File: config.mk
export PLATFORM = sky130hd
export DESIGN_NAME = mult32_seq
export DESIGN_NICKNAME = d
export VERILOG_FILES = /design/src/rtl/mult32_seq.sv
export SDC_FILE = /design/constraint.sdc
export NUM_CORES = 1
export LEC_CHECK = 0
export ABC_AREA = 1
export CAP_MARGIN = 10
export CORE_AREA = 2 2 144 146
export DETAILED_ROUTE_END_ITERATION = 16
export DIE_AREA = 0 0 146 148
export GPL_ROUTABILITY_DRIVEN = 1
export HOLD_SLACK_MARGIN = 0.03
export PLACE_DENSITY = 0.77
export SYNTH_ARGS = -nofsm -noshare
export SYNTH_HDL_FRONTEND = slang
export SYNTH_SLANG_ARGS = --single-unit
File: constraint.sdc
create_clock -name clk -period 2 [get_ports clk]
set_input_delay 0.4 -clock clk [delete_from_list [all_inputs] [get_ports clk]]
set_output_delay 0.4 -clock clk [all_outputs]
set_load 0.05 [all_outputs]
File: src/rtl/mult32_seq.sv
// rtl/mult32_seq.sv - sequential shift-add WIDTHxWIDTH multiplier with start/busy/done handshake
//
// Purpose:
//   Multiplies A by B with one shift-add iteration per clock and a fixed
//   WIDTH-cycle run. The 2*WIDTH-bit product appears on Y_hi/Y_lo together
//   with a one-cycle done pulse and holds there until the next completion
//   or reset.
//
// Ports:
//   clk    in   1      rising-edge clock
//   rst_n  in   1      synchronous active-low reset
//   start  in   1      request, sampled only in IDLE
//   A      in   WIDTH  multiplicand
//   B      in   WIDTH  multiplier
//   busy   out  1      high while an operation is running
//   done   out  1      one-cycle pulse when Y_hi/Y_lo update
//   Y_lo   out  WIDTH  product bits [WIDTH-1:0]
//   Y_hi   out  WIDTH  product bits [2*WIDTH-1:WIDTH]
//
// Build option:
//   MULT32_SIGNED_EN  when defined, A/B are two's complement; magnitudes are
//                     multiplied and the product is negated at the final edge.

module mult32_seq #(
  parameter int WIDTH = 32
) (
  input  logic             clk,
  input  logic             rst_n,
  input  logic             start,
  input  logic [WIDTH-1:0] A,
  input  logic [WIDTH-1:0] B,
  output logic             busy,
  output logic             done,
  output logic [WIDTH-1:0] Y_lo,
  output logic [WIDTH-1:0] Y_hi
);

  localparam int CW = $clog2(WIDTH) + 1;

  typedef enum logic [1:0] {
    S_IDLE = 2'd0,
    S_RUN  = 2'd1,
    S_DONE = 2'd2
  } state_t;

  state_t               r_state;
  state_t               w_next;

  logic [WIDTH-1:0]     r_mcand;
  logic [2*WIDTH:0]     r_p;
  logic [CW-1:0]        r_cnt;
  logic [WIDTH-1:0]     r_y_lo;
  logic [WIDTH-1:0]     r_y_hi;

  logic                 w_last;
  logic [WIDTH:0]       w_upper;
  logic [2*WIDTH-1:0]   w_product;
  logic [2*WIDTH-1:0]   w_result;
  logic [WIDTH-1:0]     w_mag_a;
  logic [WIDTH-1:0]     w_mag_b;

  // Final iteration is the one that brings the counter from WIDTH-1 to WIDTH.
  assign w_last = (r_cnt == CW'(WIDTH - 1));

  // Conditional add into the upper half; the carry lands in P[2*WIDTH].
  assign w_upper = r_p[0] ? ({1'b0, r_p[2*WIDTH-1:WIDTH]} + {1'b0, r_mcand})
                          : r_p[2*WIDTH:WIDTH];

  // Low 2*WIDTH bits of P after the add and the right shift; the shifted-in
  // top bit is always 0 and is re-attached when P is written back.
  assign w_product = {w_upper, r_p[WIDTH-1:1]};

`ifdef MULT32_SIGNED_EN
  logic r_neg;

  // Magnitudes as unsigned; the most negative value maps to 2^(WIDTH-1).
  assign w_mag_a  = A[WIDTH-1] ? (WIDTH'(0) - A) : A;
  assign w_mag_b  = B[WIDTH-1] ? (WIDTH'(0) - B) : B;
  assign w_result = r_neg ? ((2*WIDTH)'(0) - w_product) : w_product;

  always_ff @(posedge clk) begin
    if (!rst_n) begin
      r_neg <= 1'b0;
    end else if (r_state == S_IDLE && start) begin
      r_neg <= A[WIDTH-1] ^ B[WIDTH-1];
    end
  end
`else
  assign w_mag_a  = A;
  assign w_mag_b  = B;
  assign w_result = w_product;
`endif

  // FSM: state register
  always_ff @(posedge clk) begin
    if (!rst_n) begin
      r_state <= S_IDLE;
    end else begin
      r_state <= w_next;
    end
  end

  // FSM: next state
  always_comb begin
    w_next = r_state;
    case (r_state)
      S_IDLE:  if (start) w_next = S_RUN;
      S_RUN:   if (w_last) w_next = S_DONE;
      S_DONE:  w_next = S_IDLE;
      default: w_next = S_IDLE;
    endcase
  end

  // FSM: outputs
  always_comb begin
    busy = 1'b0;
    done = 1'b0;
    case (r_state)
      S_RUN:   busy = 1'b1;
      S_DONE:  done = 1'b1;
      default: ;
    endcase
  end

  // Datapath: operand latch, shift-add iterations, result load
  always_ff @(posedge clk) begin
    if (!rst_n) begin
      r_mcand <= '0;
      r_p     <= '0;
      r_cnt   <= '0;
      r_y_lo  <= '0;
      r_y_hi  <= '0;
    end else begin
      case (r_state)
        S_IDLE: begin
          if (start) begin
            r_mcand <= w_mag_a;
            r_p     <= {1'b0, {WIDTH{1'b0}}, w_mag_b};
            r_cnt   <= '0;
          end
        end
        S_RUN: begin
          r_p   <= {1'b0, w_product};
          r_cnt <= r_cnt + 1'b1;
          if (w_last) begin
            r_y_hi <= w_result[2*WIDTH-1:WIDTH];
            r_y_lo <= w_result[WIDTH-1:0];
          end
        end
        default: ;
      endcase
    end
  end

  assign Y_lo = r_y_lo;
  assign Y_hi = r_y_hi;

endmodule

==> flow_metrics.env <==
export IMPL_cap_violations=0
export IMPL_initial_core_util_pct=44.6
export IMPL_drt_iter0_markers=715
export IMPL_dp_hpwl_um=18200
export IMPL_port_buffers=132
export IMPL_drc=0
export IMPL_grt_overflow=0
export IMPL_dieHeight_um=148
export IMPL_failed_checks="negative setup slack"
export IMPL_fp_dieW_um=146
export IMPL_first_pass_iters=5
export IMPL_cp_end_kind="flip-flop"
export IMPL_setup_viol=4
export IMPL_fillers=1857
export IMPL_antenna_found_initial=0
export IMPL_grtUsageTotal_pct=23.8
export IMPL_antennaDiodeCount=0
export IMPL_startpoint_type="flip-flop"
export IMPL_grt_max_degree=108
export IMPL_clk_path_buf_depth=2
export IMPL_vias=9014
export IMPL_critPathKind="reg2reg"
export IMPL_syn2layout_area_growth_pct=35.5
export IMPL_fin_ws_ps=-62.8
export IMPL_cts_root_buf="clkbuf_16"
export IMPL_worst_pin_slew_ps=536
export IMPL_insertion_delay_ps=440
export IMPL_seq_area_frac_synth_pct=37.6
export IMPL_rsz0062_at_grt="yes"
export IMPL_synthCells=1316
export IMPL_critPathRequiredTime_ps=2310
export IMPL_syn_area_um2=8940
export IMPL_core_area_um2=20000
export IMPL_cts_tree="yes"
export IMPL_power_frac_comb_pct=15.9
export IMPL_cts_sinks=168
export IMPL_die_area_um2=21600
export IMPL_avgSynthCellArea_um2=6.79
export IMPL_fin_crit_ps=2060
export IMPL_gp_congestion=0.909
export IMPL_synthDistinctLibCells=37
export IMPL_power_net_switching_w=0.00253
export IMPL_status="finished, violations left"
export IMPL_drive_gt1_share_pct=20.7
export IMPL_fin_util_pct=60.5
export IMPL_p_per_area_nw_per_um2=686
export IMPL_ys_ff_latch=168
export IMPL_wl_per_cell_um=15.1
export IMPL_synth_warnings=0
export IMPL_fin_skew_ps=16.5
export IMPL_cts_htree_levels=4
export IMPL_multi_input_area_um2=5200
export IMPL_synth_nets=1417
export IMPL_timing_rr_start="r_mcand[0]"
export IMPL_nets=1577
export IMPL_final_hold_violation_count=0
export IMPL_clockPowerShare_pct=40.6
export IMPL_period_share_pct=103
export IMPL_ant_nets=0
export IMPL_wl_um=26600
export IMPL_min_path_type="reg2reg"
export IMPL_hold_start="Y_hi[8]"
export IMPL_numCtsBuffers=17
export IMPL_p_seq_share_pct=43.6
export IMPL_via_per_inst=5.12
export IMPL_std_cell_rows=52
export IMPL_final_cells=1759
export IMPL_slew_headroom_pct=64.4
export IMPL_grt_pass1_vias=8603
export IMPL_switching_share_pct=30.5
export IMPL_crit_path_max_fanout=3
export IMPL_seq_area_um2=3400
export IMPL_fmax_mhz=485
export IMPL_p_int_w=0.00578
export IMPL_io_pins=133
export IMPL_worstPathArrival_ps=2370
export IMPL_p_leak_nw=5.84
export IMPL_clk_pin_slew_ps=80
export IMPL_slew_viol_final=0
export IMPL_grt_pass1_wl_um=42100
export IMPL_cp_startpoint="r_mcand[0]"
export IMPL_ir_drop_uv=518
export IMPL_dp_cells=1725
[layout make-up]
type	instances	area share [%]
clock inverters	15	1.67
clock buffers	17	3.51
well taps	270	2.79
inverters	188	5.82
multi-input cells	901	42.9
flip-flops and latches	168	28.1
repair buffers	200	15.2
[worst max-delay path, stage by stage (launching register included)]
cell and delay (ps):
dfxtp_2 340, ha_4 160, fa_2 400, nand3_2 110, nand3_4 90, nand3_2 70, nand3b_1 180, xnor2_1 250
nand2_1 120, nand3_1 110, a21oi_1 100
[flip-flops by register name, summed over array words and instances (netlist names)]
name	flops
r_cnt	6
Y_hi	32
Y_lo	32
r_p	64
r_mcand	32
r_state	2
[power by group through the flow]
| stage | Combinational (W) | Clock [W] | Sequential (W) |
|---|---|---|---|
| 6_report | 0.00132 | 0.00337 | 0.00362 |
| 5_1_grt | 0.00145 | 0.00357 | 0.00363 |
| 4_1_cts | 0.00120 | 0.00343 | 0.00359 |
| 3_5_place_dp | 0.00119 | 0 | 0.00366 |
| 3_3_place_gp | 0.00117 | 0 | 0.00366 |
| 2_1_floorplan | 0.000759 | 0 | 0.00364 |
[cells by family (layout without fill, tap and decap cells)]
| logic type | count (synthesis) | after routing | synth area share, % |
|---|---|---|---|
| flops | 168 | 168 | 37.6 |
| buf+inv | 247 | 420 | 10.8 |
| fa+ha+maj | 34 | 34 | 4.84 |
| compound gates | 220 | 220 | 15.6 |
| simple gates | 633 | 633 | 29.7 |
| xor+xnor | 14 | 14 | 1.37 |
[cells in the final DEF (no fill, tap or decap), types with 3 or more instances in the layout]
cell type | netlist | layout
nand2_2 | 1 | 32
a21o_1 | 3 | 3
o21a_1 | 13 | 13
nor2_4 | 1 | 3
dlygate4sd2_1 | 0 | 54
dfxtp_1 | 168 | 139
or2_2 | 23 | 23
dfxtp_2 | 0 | 28
clkdlybuf4s50_1 | 0 | 65
nor3_1 | 6 | 5
buf_12 | 0 | 5
inv_1 | 181 | 181
o21ai_0 | 48 | 45
a21oi_2 | 0 | 11
nand2_1 | 359 | 324
ha_2 | 0 | 4
clkinv_8 | 0 | 9
ha_1 | 33 | 10
o221ai_1 | 32 | 32
a21oi_1 | 84 | 73
a221oi_1 | 3 | 3
nor2_1 | 109 | 93
xnor2_1 | 14 | 10
inv_2 | 7 | 7
nand3_2 | 0 | 15
nand2_4 | 1 | 5
nand3_1 | 126 | 109
xnor2_2 | 0 | 4
nor2_2 | 1 | 15
ha_4 | 0 | 19
clkbuf_16 | 0 | 17
o21ai_2 | 30 | 31
dlymetal6s2s_1 | 0 | 9
o21ai_1 | 2 | 4
buf_4 | 2 | 65
[worst paths after layout]
path	endpoint	slack, ps	cells after the start
worst max-delay path	r_p[43]	-60	10
worst min-delay path	Y_hi[8]	470	2
worst max register to register	r_p[43]	-60	10
worst min register to register	Y_hi[8]	470	2
[metrics by stage]
stage	power (W)	setup WS (ps)	hold slack (ps)	cell area (um^2)	TNS (ps)
after floorplan	0.00439	58.3	441	8940	0
after global placement	0.00482	-57.3	460	10900	-226
after detailed placement	0.00485	-85.8	464	10900	-699
after CTS	0.00822	0.449	470	11500	0
after global routing	0.00865	-182	487	12100	-3450
final	0.00831	-62.8	469	12100	-159
[per-layer routing]
layer	GRT usage, %	vias up	share of wire [%]
met5	0	-	0
met4	6.70	0	1.5
met3	4.48	35	4.6
met2	41.3	227	49
met1	30.3	4212	45
li1	-	4540	-
[cells in the mapped netlist]
cell type	count	area [um^2]
inv_2	7	26.3
a21o_1	3	22.5
nand3b_1	2	15.0
and2_1	1	6.26
o21bai_1	1	7.51
clkbuf_1	36	135
nand2_1	359	1350
inv_1	181	679
nand3_1	126	631
nor2_2	1	6.26
o221ai_1	32	280
o21ai_2	30	263
fa_1	1	20.0
a221oi_1	3	26.3
ha_1	33	413
o21ai_1	2	10.0
a2bb2oi_1	1	8.76
o21ai_0	48	240
nor3_2	1	10.0
buf_6	3	33.8
buf_4	2	15.0
buf_1	9	33.8
nor2_8	1	20.0
o21a_1	13	97.6
nor2_4	1	11.3
or2_2	23	144
nand2_2	1	6.26
a211oi_1	1	7.51
nand2_4	1	11.3
a21oi_1	84	420
xnor2_1	14	123
nor3_1	6	30.0
nor4_1	1	6.26
o211ai_1	2	15.0
buf_2	9	45.0
dfxtp_1	168	3360
nor2_1	109	409
[repair_timing]
action                                  CTS  global route
buffers inserted                          0             2
hold buffers                              0             0
endpoints found under the setup margin   82            63
endpoints found under the hold margin     0             0
gates cloned                              0             0
pin swaps                                 2            29
resized for setup                        69           146
(Power assumes the default switching activity.)
